[src/rtl/msg_serial_tx.sv]
// ============================================================================
// Module      : msg_serial_tx
// Description : Frames a latched message word (start, data LSB first,
//               optional even parity, stop) onto a single serial line, one
//               bit per divider tick. Parity is enabled by defining
//               MSG_SERIAL_PARITY_EN.
// Revision    : 1.0 - initial release
// ============================================================================
`default_nettype none

module msg_serial_tx #(
    parameter int MSG_W = 5
) (
    input  logic             clk,
    input  logic             rst,
    input  logic             tick,
    input  logic             start,
    input  logic [MSG_W-1:0] msg,
    output logic             init,
    output logic             sout,
    output logic             busy,
    output logic             done
);

    localparam int c_CNT_W = (MSG_W > 1) ? $clog2(MSG_W) : 1;
    localparam logic [c_CNT_W-1:0] c_LAST_BIT = c_CNT_W'(MSG_W - 1);

    typedef enum logic [2:0] {
        S_IDLE   = 3'd0,
        S_START  = 3'd1,
        S_DATA   = 3'd2,
`ifdef MSG_SERIAL_PARITY_EN
        S_PARITY = 3'd3,
`endif
        S_STOP   = 3'd4
    } state_t;

    state_t             r_state;
    logic [MSG_W-1:0]   r_shift;
    logic [c_CNT_W-1:0] r_cnt;
    logic               r_init;
    logic               r_sout;
    logic               r_busy;
    logic               r_done;
`ifdef MSG_SERIAL_PARITY_EN
    logic               r_parity;
`endif

    logic               w_tick;
    logic [MSG_W-1:0]   w_shift_nxt;

    // The divider is being reloaded while init is high, so its carry-out
    // in that cycle belongs to the previous period and must not count.
    assign w_tick      = tick & ~r_init;
    assign w_shift_nxt = r_shift >> 1;

    always_ff @(posedge clk) begin
        if (rst) begin
            r_state  <= S_IDLE;
            r_shift  <= '0;
            r_cnt    <= '0;
            r_init   <= 1'b0;
            r_sout   <= 1'b1;
            r_busy   <= 1'b0;
            r_done   <= 1'b0;
`ifdef MSG_SERIAL_PARITY_EN
            r_parity <= 1'b0;
`endif
        end else begin
            r_init <= 1'b0;
            r_done <= 1'b0;
            case (r_state)
                S_IDLE: begin
                    if (start) begin
                        r_shift  <= msg;
                        r_cnt    <= '0;
                        r_state  <= S_START;
                        r_sout   <= 1'b0;
                        r_busy   <= 1'b1;
                        r_init   <= 1'b1;
`ifdef MSG_SERIAL_PARITY_EN
                        r_parity <= ^msg;
`endif
                    end
                end

                S_START: begin
                    if (w_tick) begin
                        r_state <= S_DATA;
                        r_sout  <= r_shift[0];
                    end
                end

                S_DATA: begin
                    if (w_tick) begin
                        r_shift <= w_shift_nxt;
                        // The counter stops at the last index so it never
                        // wraps when MSG_W is a power of two.
                        if (r_cnt == c_LAST_BIT) begin
`ifdef MSG_SERIAL_PARITY_EN
                            r_state <= S_PARITY;
                            r_sout  <= r_parity;
`else
                            r_state <= S_STOP;
                            r_sout  <= 1'b1;
`endif
                        end else begin
                            r_cnt  <= r_cnt + 1'b1;
                            r_sout <= w_shift_nxt[0];
                        end
                    end
                end

`ifdef MSG_SERIAL_PARITY_EN
                S_PARITY: begin
                    if (w_tick) begin
                        r_state <= S_STOP;
                        r_sout  <= 1'b1;
                    end
                end
`endif

                S_STOP: begin
                    if (w_tick) begin
                        r_state <= S_IDLE;
                        r_sout  <= 1'b1;
                        r_busy  <= 1'b0;
                        r_done  <= 1'b1;
                    end
                end

                default: begin
                    r_state <= S_IDLE;
                    r_sout  <= 1'b1;
                    r_busy  <= 1'b0;
                end
            endcase
        end
    end

    assign init = r_init;
    assign sout = r_sout;
    assign busy = r_busy;
    assign done = r_done;

endmodule

`default_nettype wire

[config.mk]
export PLATFORM = sky130hd
export DESIGN_NAME = msg_serial_tx
export DESIGN_NICKNAME = d
export VERILOG_FILES = /design/src/rtl/msg_serial_tx.sv
export SDC_FILE = /design/constraint.sdc
export NUM_CORES = 1
export LEC_CHECK = 0
export CAP_MARGIN = 15
export CORE_UTILIZATION = 38
export DETAILED_ROUTE_END_ITERATION = 10
export PLACE_DENSITY_LB_ADDON = 0.12
export SLEW_MARGIN = 20
export SYNTH_ARGS = -nofsm -noshare
export SYNTH_HDL_FRONTEND = slang
export SYNTH_SLANG_ARGS = --single-unit
[constraint.sdc]
create_clock -name clk -period 1.25 [get_ports clk]
set_input_delay 0.25 -clock clk [delete_from_list [all_inputs] [get_ports clk]]
set_output_delay 0.25 -clock clk [all_outputs]
set_load 0.03 [all_outputs]
After elaboration in Yosys (flattened, before gate mapping)
Cells that the tools add are included.
{"block": "word_totals", "ff_bits": 15, "inputBits": 9, "output_inout_bits": 4, "elab_cells": 57}
{"block": "op_classes", "n_addsub": 1, "n_eq_ne": 10, "mux": 24, "bitwise": 5, "reduce_logical": 10}
{"op": "3-bit 2-to-1 mux", "count": 8}
{"op": "2-bit != test, second input constant", "count": 6}
{"op": "3-bit case mux with 4 select lines", "count": 1}
{"op": "5-bit 2-to-1 mux", "count": 2}
{"op": "5-bit case mux with 2 select lines", "count": 1}
{"op": "1-bit 2-to-1 mux", "count": 9}
{"op": "4-bit AND reduction", "count": 2}
{"op": "3-bit equality test, second input constant", "count": 2}
{"op": "3-bit case mux with 2 select lines", "count": 1}
{"op": "3-bit AND reduction", "count": 2}
{"op": "2-bit OR reduction", "count": 3}
{"op": "5-bit AND reduction", "count": 1}
{"op": "1-bit NOT", "count": 4}
{"op": "1-bit case mux with 4 select lines", "count": 1}
{"op": "3-bit by 1-bit adder with 3-bit output, second input constant", "count": 1}
{"op": "3-bit by 1-bit equality test with 1-bit output, second input constant", "count": 1}
{"op": "3-bit by 2-bit equality test with 1-bit output, second input constant", "count": 1}
{"op": "3-bit zero test", "count": 1}
{"op": "1-bit case mux with 3 select lines", "count": 1}
{"op": "2-bit nonzero test", "count": 1}
{"op": "1-bit bitwise AND", "count": 1}

Longest topological paths before layout
Gate-level depths: netlist of run 1.
{"block": "depth", "ltp_word": 4, "mapped_depth": 6}

Worst setup path after synthesis of run 1
Ideal clock, no wire load.
{"block": "synth_path", "path_kind": "register -> register", "from": "register r_init, in the netlist init", "to": "register r_shift[1]", "setup_time_ns": 0.091, "t_arrival_ns": 1.173, "t_required_ns": 1.159, "path_slack_ns": -0.014, "stages_incl_launch_ff": 5, "synth_period_minus_slack_ns": 1.264, "cell_sequence": "dfxtp_1 > nand3b_2 > a21boi_4 > nor2_1 > a311oi_1"}
{"block": "synth_between", "elab_chain_cells": 4}
{"element": "from (decl)", "line": "41", "rtl": "logic r_init;"}
{"element": "from (signal assigned)", "line": "62", "rtl": "r_init <= 1'b0;"}
{"element": "from (signal assigned)", "line": "70", "rtl": "r_init <= 1'b0;"}
{"element": "from (signal assigned)", "line": "80", "rtl": "r_init <= 1'b1;"}
{"element": "1-bit NOT", "line": "54", "rtl": "assign w_tick = tick & ~r_init;"}
{"element": "1-bit bitwise AND", "line": "54"}
{"element": "2-bit != test (no source line)"}
{"element": "3-bit AND reduction (no source line)"}
{"element": "to (signal assigned)", "line": "75", "rtl": "r_shift <= msg;"}
{"element": "to (signal assigned)", "line": "96", "rtl": "r_shift <= w_shift_nxt;"}
{"element": "to (decl)", "line": "39", "rtl": "logic [MSG_W-1:0] r_shift;"}
Every way passes these cells.
A chain may end at the register's enable or synchronous reset.

Worst setup path after layout of run 1
{"block": "layout_path", "from": "register r_init, in the netlist init", "to": "register r_shift[3]"}
Same word-level chain as after synthesis.

==> results of run 1 <==
worst min-delay path by stage:
stage	from	end	slack, ns	cells after the start
floorplan	msg[4]	r_shift[4]$_SDFFE_PP0P_	0.40	2
global placement	r_shift[4]$_SDFFE_PP0P_	r_shift[4]$_SDFFE_PP0P_	0.46	2
detailed placement	busy$_SDFFE_PP0P_	busy$_SDFFE_PP0P_	0.47	2
CTS	busy$_SDFFE_PP0P_	busy$_SDFFE_PP0P_	0.48	2
global route	busy$_SDFFE_PP0P_	busy$_SDFFE_PP0P_	0.51	2
finish	busy$_SDFFE_PP0P_	busy$_SDFFE_PP0P_	0.49	2
sequential cells by signal, indices dropped and copies added, names as in the netlist:
name / flops
r_shift: 5
r_cnt: 3
r_state: 3
busy: 1
done: 1
init: 1
sout: 1
cell type report:
| type | count | area, sq um | area share, % |
|---|---|---|---|
| multi-input cells | 64 | 474.2 | 41.33 |
| well taps | 25 | 31.28 | 2.726 |
| inverters | 4 | 15.01 | 1.309 |
| repair buffers | 35 | 290.3 | 25.30 |
| clock buffers | 4 | 26.28 | 2.290 |
| flip-flops and latches | 15 | 310.3 | 27.04 |
synthesized netlist by cell type:
cell type / instances
clkbuf_1: 2
nand3b_2: 1
buf_4: 2
nand4_1: 1
o31ai_1: 2
mux2i_1: 3
nand3_1: 5
o32a_1: 1
a311oi_1: 4
inv_1: 3
ha_1: 2
a211oi_1: 3
nand2b_1: 4
nor2_8: 1
a31oi_1: 2
nor2_1: 9
and4_1: 1
o2111ai_1: 1
dfxtp_1: 15
o21ai_0: 1
nand2_1: 7
buf_2: 1
nor4b_1: 1
a21oi_1: 6
a21boi_4: 1
o22ai_1: 1
nor2b_1: 2
buf_6: 1
nor3_1: 5
inv_2: 1
power groups by stage:
stage | registers [mW] | clock network, mW | logic, mW
floorplan | 0.571 | 0 | 0.144
global placement | 0.554 | 0 | 0.278
detailed placement | 0.555 | 0 | 0.285
CTS | 0.546 | 0.293 | 0.298
global route | 0.551 | 0.313 | 0.341
finish | 0.547 | 0.281 | 0.318
what timing repair did:
item	CTS	global route
endpoints found under the hold margin	0	0
setup buffers	3	0
gates resized for setup	12	18
pin swaps	4	9
setup endpoints to repair	9	12
hold buffers	0	0
worst max-delay path: cells and delay by family, from the launching register on:
family,cells,cell delay (ns)
and+or+nand+nor,2,0.32
DFF,1,0.35
AOI/OAI and AO/OA,2,0.47
through the flow:
stage	setup TNS [ns]	total power, mW
6_report	0	1.147
3_5_place_dp	-4.362	0.8394
4_1_cts	0	1.137
3_3_place_gp	-3.929	0.8320
5_1_grt	-0.05892	1.205
2_1_floorplan	0	0.7157
routing by layer:
| metal | vias up | wire, um | global-route usage [%] | share of wire [%] |
|---|---|---|---|---|
| met3 | 2 | 49 | 4.615 | 2.4 |
| met2 | 17 | 1010 | 30.00 | 50 |
| met4 | 0 | 12 | 9.714 | 0.59 |
| met1 | 377 | 964 | 26.85 | 47 |
| li1 | 393 | - | - | - |
| met5 | - | 0 | 0 | 0 |
kinds of logic after synthesis:
group,after synthesis,share of synthesized area (%)
simple gates,37,26.13
compound gates,22,21.13
flops,15,38.71
buf+inv,10,6.934
mux,3,3.871
fa+ha+maj,2,3.225
==> impl_metrics.yaml, run 1 <==
outcome:
  status: "finished clean"
yosys:
  synthTopCellsByArea: "dfxtp_1 39%, a311oi_1 4.5%, nor2_1 4.4%, a21oi_1 3.9%, mux2i_1 3.9%"
  syn_avg_cell_area_sq_um: 8.716
  synth_area_sq_um: 775.7
  ys.warnings.count: 0
  synth_top_area_share_pct: 38.71
  netlist_instances: 89
  ys_ff_latch: 15
  synth_largest_area_cell: "dfxtp_1"
  seq_area_frac_synth_pct: 38.71
  synth_nets: 100
  ys_types: 30
global_routing:
  grt_overflow_total: 0
  grt_max_degree: 9
  grt_pass1_vias: 695
  antenna_found_initial: 0
  grtUsageTotal_pct: 19.97
  grt_pass1_wl_mm: 3.049
cells_and_area:
  final_common_cell: "buf_4"
  syn2layout_area_growth_pct: 47.90
  n_fill_cell: 164
  diodes: 0
  finish.utilization_pct: 63.02
  drive_above_1_share_pct: 42.62
  instances_no_fill: 147
  layout_common_cells: "23 x buf_4, 9 x nor2_1, 9 x dfxtp_1"
  final_nets: 134
  final_cell_area_sq_um: 1147
worst_setup_path:
  worst_path_max_delay_cell: "dfxtp_2"
  reg2reg_depth: 4
  worst_setup_path_start_kind: "flop"
  path_cells: "nand3b_2, a21boi_4, nor2_1, a311oi_1"
  worst_r2r_endpoint: "r_shift[3]$_SDFFE_PP0P_"
  r2r_setup_slack_ns: 0.02
  rr_startpoint: "init$_SDFF_PP0_"
  critPathLaunch: "init$_SDFF_PP0_"
  critPathKind: "reg -> reg"
  cp_data_required_time_ns: 1.44
  critPathMaxStageDelay_ns: 0.35
  cp-end-kind: "flop"
  critPathArrivalTime_ns: 1.42
  crit_end: "r_shift[3]$_SDFFE_PP0P_"
  worstPathMaxFanout: 8
floorplanning:
  io_pins: 13
  row_count: 15
  fp.dieW_um: 47.18
  dieArea_sq_um: 2226
  die_y_um: 47.18
  start_util_pct: 42.61
  core-area_sq_um: 1821
power_and_ir_drop:
  powerDensity_nw_per_um2: 999.4
  power_frac_comb_pct: 27.7
  ir_worst_vdd_mv: 0.5437
  switching_share_pct: 30.17
  p_sw_uw: 345.9
  pwr-share-seq_pct: 47.7
  clkPwrFrac_pct: 24.5
  internal_power_uw: 800.7
  p_leak_nw: 0.4702
worst_hold_path:
  holdCritPathClass: "reg -> reg"
timing:
  tightest_slew_ns: 0.2524
  setup_violations: 0
  finalClockSkew_ns: 0.003399
  slew_headroom_pct: 83.07
  finalHoldViolations: 0
  holdWs_ns: 0.4875
  rsz0062_at_grt: "yes"
  setup_ws_ns: 0.02486
  max_freq_mhz: 816.2
  timing.final.crit_share_pct: 98.01
  fin_crit_ns: 1.225
  drv_slew: 0
route:
  num_vias: 789
  ant_nets: 0
  wl_per_cell_um: 13.86
  viasPerCell: 5.367
  drt_iter0_markers: 18
  first_pass_iters: 4
  wl_mm: 2.038
  drc: 0
cts:
  clockBufferDepth: 2
  clkLatencyLatePin_ns: 0.28
  cts_tree: "done"
  clk_transition_reported_paths_ns: 0.09
  cts_root_buf: "clkbuf_4"
  cts.sinks: 15
  cts_buffers: 3
  htreeDepth: 1
place:
  place_area_sq_um: 1039
  dp.cells: 141
  port_buffers: 12
  preCtsSetupSlack_ns: -0.4253
  hpwl_mm: 1.410
  gp_congestion: 0.7890
job:
  cap_violations: 0
Note: power is estimated with default switching activity, not from simulation.
==> run 2: changes to the inputs <==
--- a/config.mk
+++ b/config.mk
@@ -9,6 +9,7 @@
 export CORE_UTILIZATION = 38
 export DETAILED_ROUTE_END_ITERATION = 10
 export PLACE_DENSITY_LB_ADDON = 0.12
+export REMOVE_ABC_BUFFERS = 1
 export SLEW_MARGIN = 20
 export SYNTH_ARGS = -nofsm -noshare
 export SYNTH_HDL_FRONTEND = slang
==> run 2 against run 1 <==
Maximum frequency shrank 2.2%. Sequential share of layout area shrank 0.18 points. Register-to-register slack is essentially flat. Clock skew grew 0.0018 ns. The flow now finishes with violations (negative setup slack). Combinational power shrank 6.6%. Global-route usage grew 1.2 points. Cell area shrank 0.55%. Largest cell class unchanged. Hold slack lost 0.0084 ns. Core utilization shrank 0.34 points.
==> impl_metrics.yaml, run 2 (same netlist as run 1, synthesis figures left out) <==
outcome:
  status: "complete, but fails checks"
  violations: "negative setup slack"
timing:
  tightest_slew_ns: 0.3275
  finalClockSkew_ns: 0.005205
  tns_ns: -0.005105
  fin_crit_ns: 1.253
  rsz0062_at_grt: "yes"
  timing.final.crit_share_pct: 100.2
  finalHoldViolations: 0
  drv_slew: 0
  max_freq_mhz: 798.3
  slew_headroom_pct: 78.12
  setup_violations: 2
  setup_ws_ns: -0.002586
cells_and_area:
  final_nets: 134
  diodes: 0
  drive_above_1_share_pct: 38.52
  reg.largest.list: "r_shift x5, r_cnt x3, r_state x3"
  final_common_cell: "buf_4"
  finish.utilization_pct: 62.68
  layout_common_cells: "24 x buf_4, 10 x dfxtp_1, 9 x nor2_1"
  top_register: "r_shift"
  largest_register_ffs: 5
  syn2layout_area_growth_pct: 47.10
  instances_no_fill: 147
floorplanning:
  row_count: 15
  start_util_pct: 42.61
  die_y_um: 47.18
  fp.dieW_um: 47.18
  core-area_sq_um: 1821
  io_pins: 13
  dieArea_sq_um: 2226
job:
  cap_violations: 0
route:
  ant_nets: 0
  wl_per_cell_um: 12.40
  wl_mm: 1.823
  num_vias: 773
  first_pass_iters: 4
  drt_iter0_markers: 15
  viasPerCell: 5.259
  drc: 0
cts:
  clockBufferDepth: 2
  cts.sinks: 15
  htreeDepth: 1
  cts_root_buf: "clkbuf_4"
  cts_tree: "done"
  cts_buffers: 3
  clkLatencyLatePin_ns: 0.29
  clk_transition_reported_paths_ns: 0.10
global_routing:
  grt_overflow_total: 0
  grt_max_degree: 9
  grtUsageTotal_pct: 21.21
  antenna_found_initial: 0
  grt_pass1_wl_mm: 3.215
  grt_pass1_vias: 762
power_and_ir_drop:
  p_leak_nw: 0.4857
  power_frac_comb_pct: 26.1
  ir_worst_vdd_mv: 0.7325
  p_sw_uw: 347.9
  internal_power_uw: 790.8
  clkPwrFrac_pct: 25.9
  pwr-share-seq_pct: 48.0
  powerDensity_nw_per_um2: 998.0
  finalPower_mw: 1.139
  switching_share_pct: 30.55
place:
  gp_congestion: 0.7611
  preCtsSetupSlack_ns: -0.3961
  dp.cells: 141
  hpwl_mm: 1.342
  port_buffers: 12
worst_setup_path:
  worstPathMaxFanout: 3
  cp_data_required_time_ns: 1.49
  worst_setup_path_start_kind: "primary input"
  critPathKind: "in -> reg"
  cp-end-kind: "flop"
  critPathArrivalTime_ns: 1.49
worst_hold_path:
  holdCritPathClass: "reg -> reg"
-- run 2: layout make-up --
cell class	instances	area (sq um)
tap	25	31.28
inverter	4	15.01
multi-input combinational	64	471.7
timing repair buffer	35	290.3
sequential	15	306.5
clock buffer	4	26.28
fill	167	679.4
-- run 2: routing by layer --
layer	vias to the layer above	global-route usage, %	routed length, um
met3	5	5.385	60
met5	-	0	0
met1	356	26.33	862
met4	0	13.14	44
met2	16	32.78	856
li1	396	-	-
-- run 2: repair_timing --
item | in CTS | in global routing
buffers inserted | 2 | 0
resized for setup | 17 | 7
pin swaps | 4 | 5
hold buffers | 0 | 0
endpoints found under the setup margin | 11 | 16
-- run 2: worst max-delay path: stages --
cell             delay [ns]
clkdlybuf4s50_1        0.49
nor2b_1                0.32
nand2_1                0.16
buf_4                  0.16
a21oi_1                0.10
-- run 2: final timing paths --
path	startpoint	to	slack (ns)	cells after the start
setup / recovery	start	busy$_SDFFE_PP0P_	-0.003	5
hold / removal	r_shift[4]$_SDFFE_PP0P_	r_shift[4]$_SDFFE_PP0P_	0.48	2
setup reg to reg	r_state[1]$_SDFFE_PP0P_	sout$_SDFFE_PP1P_	0.02	5
hold reg to reg	r_shift[4]$_SDFFE_PP0P_	r_shift[4]$_SDFFE_PP0P_	0.48	2
-- run 2: power groups by stage --
stage               Combinational, mW  Sequential, mW  Clock (mW)
finish                          0.297           0.546       0.295
global route                    0.328           0.553       0.327
CTS                             0.297           0.545       0.300
detailed placement              0.278           0.554           0
global placement                0.273           0.555           0
floorplan                       0.117           0.581           0
-- run 2: metrics by stage --
stage                     instance area, sq um  hold WS [ns]
final                                     1141        0.4792
after global routing                      1141        0.5094
after CTS                                 1134        0.4839
after detailed placement                  1041        0.4689
after global placement                    1041        0.4660
after floorplan                          737.0        0.3191
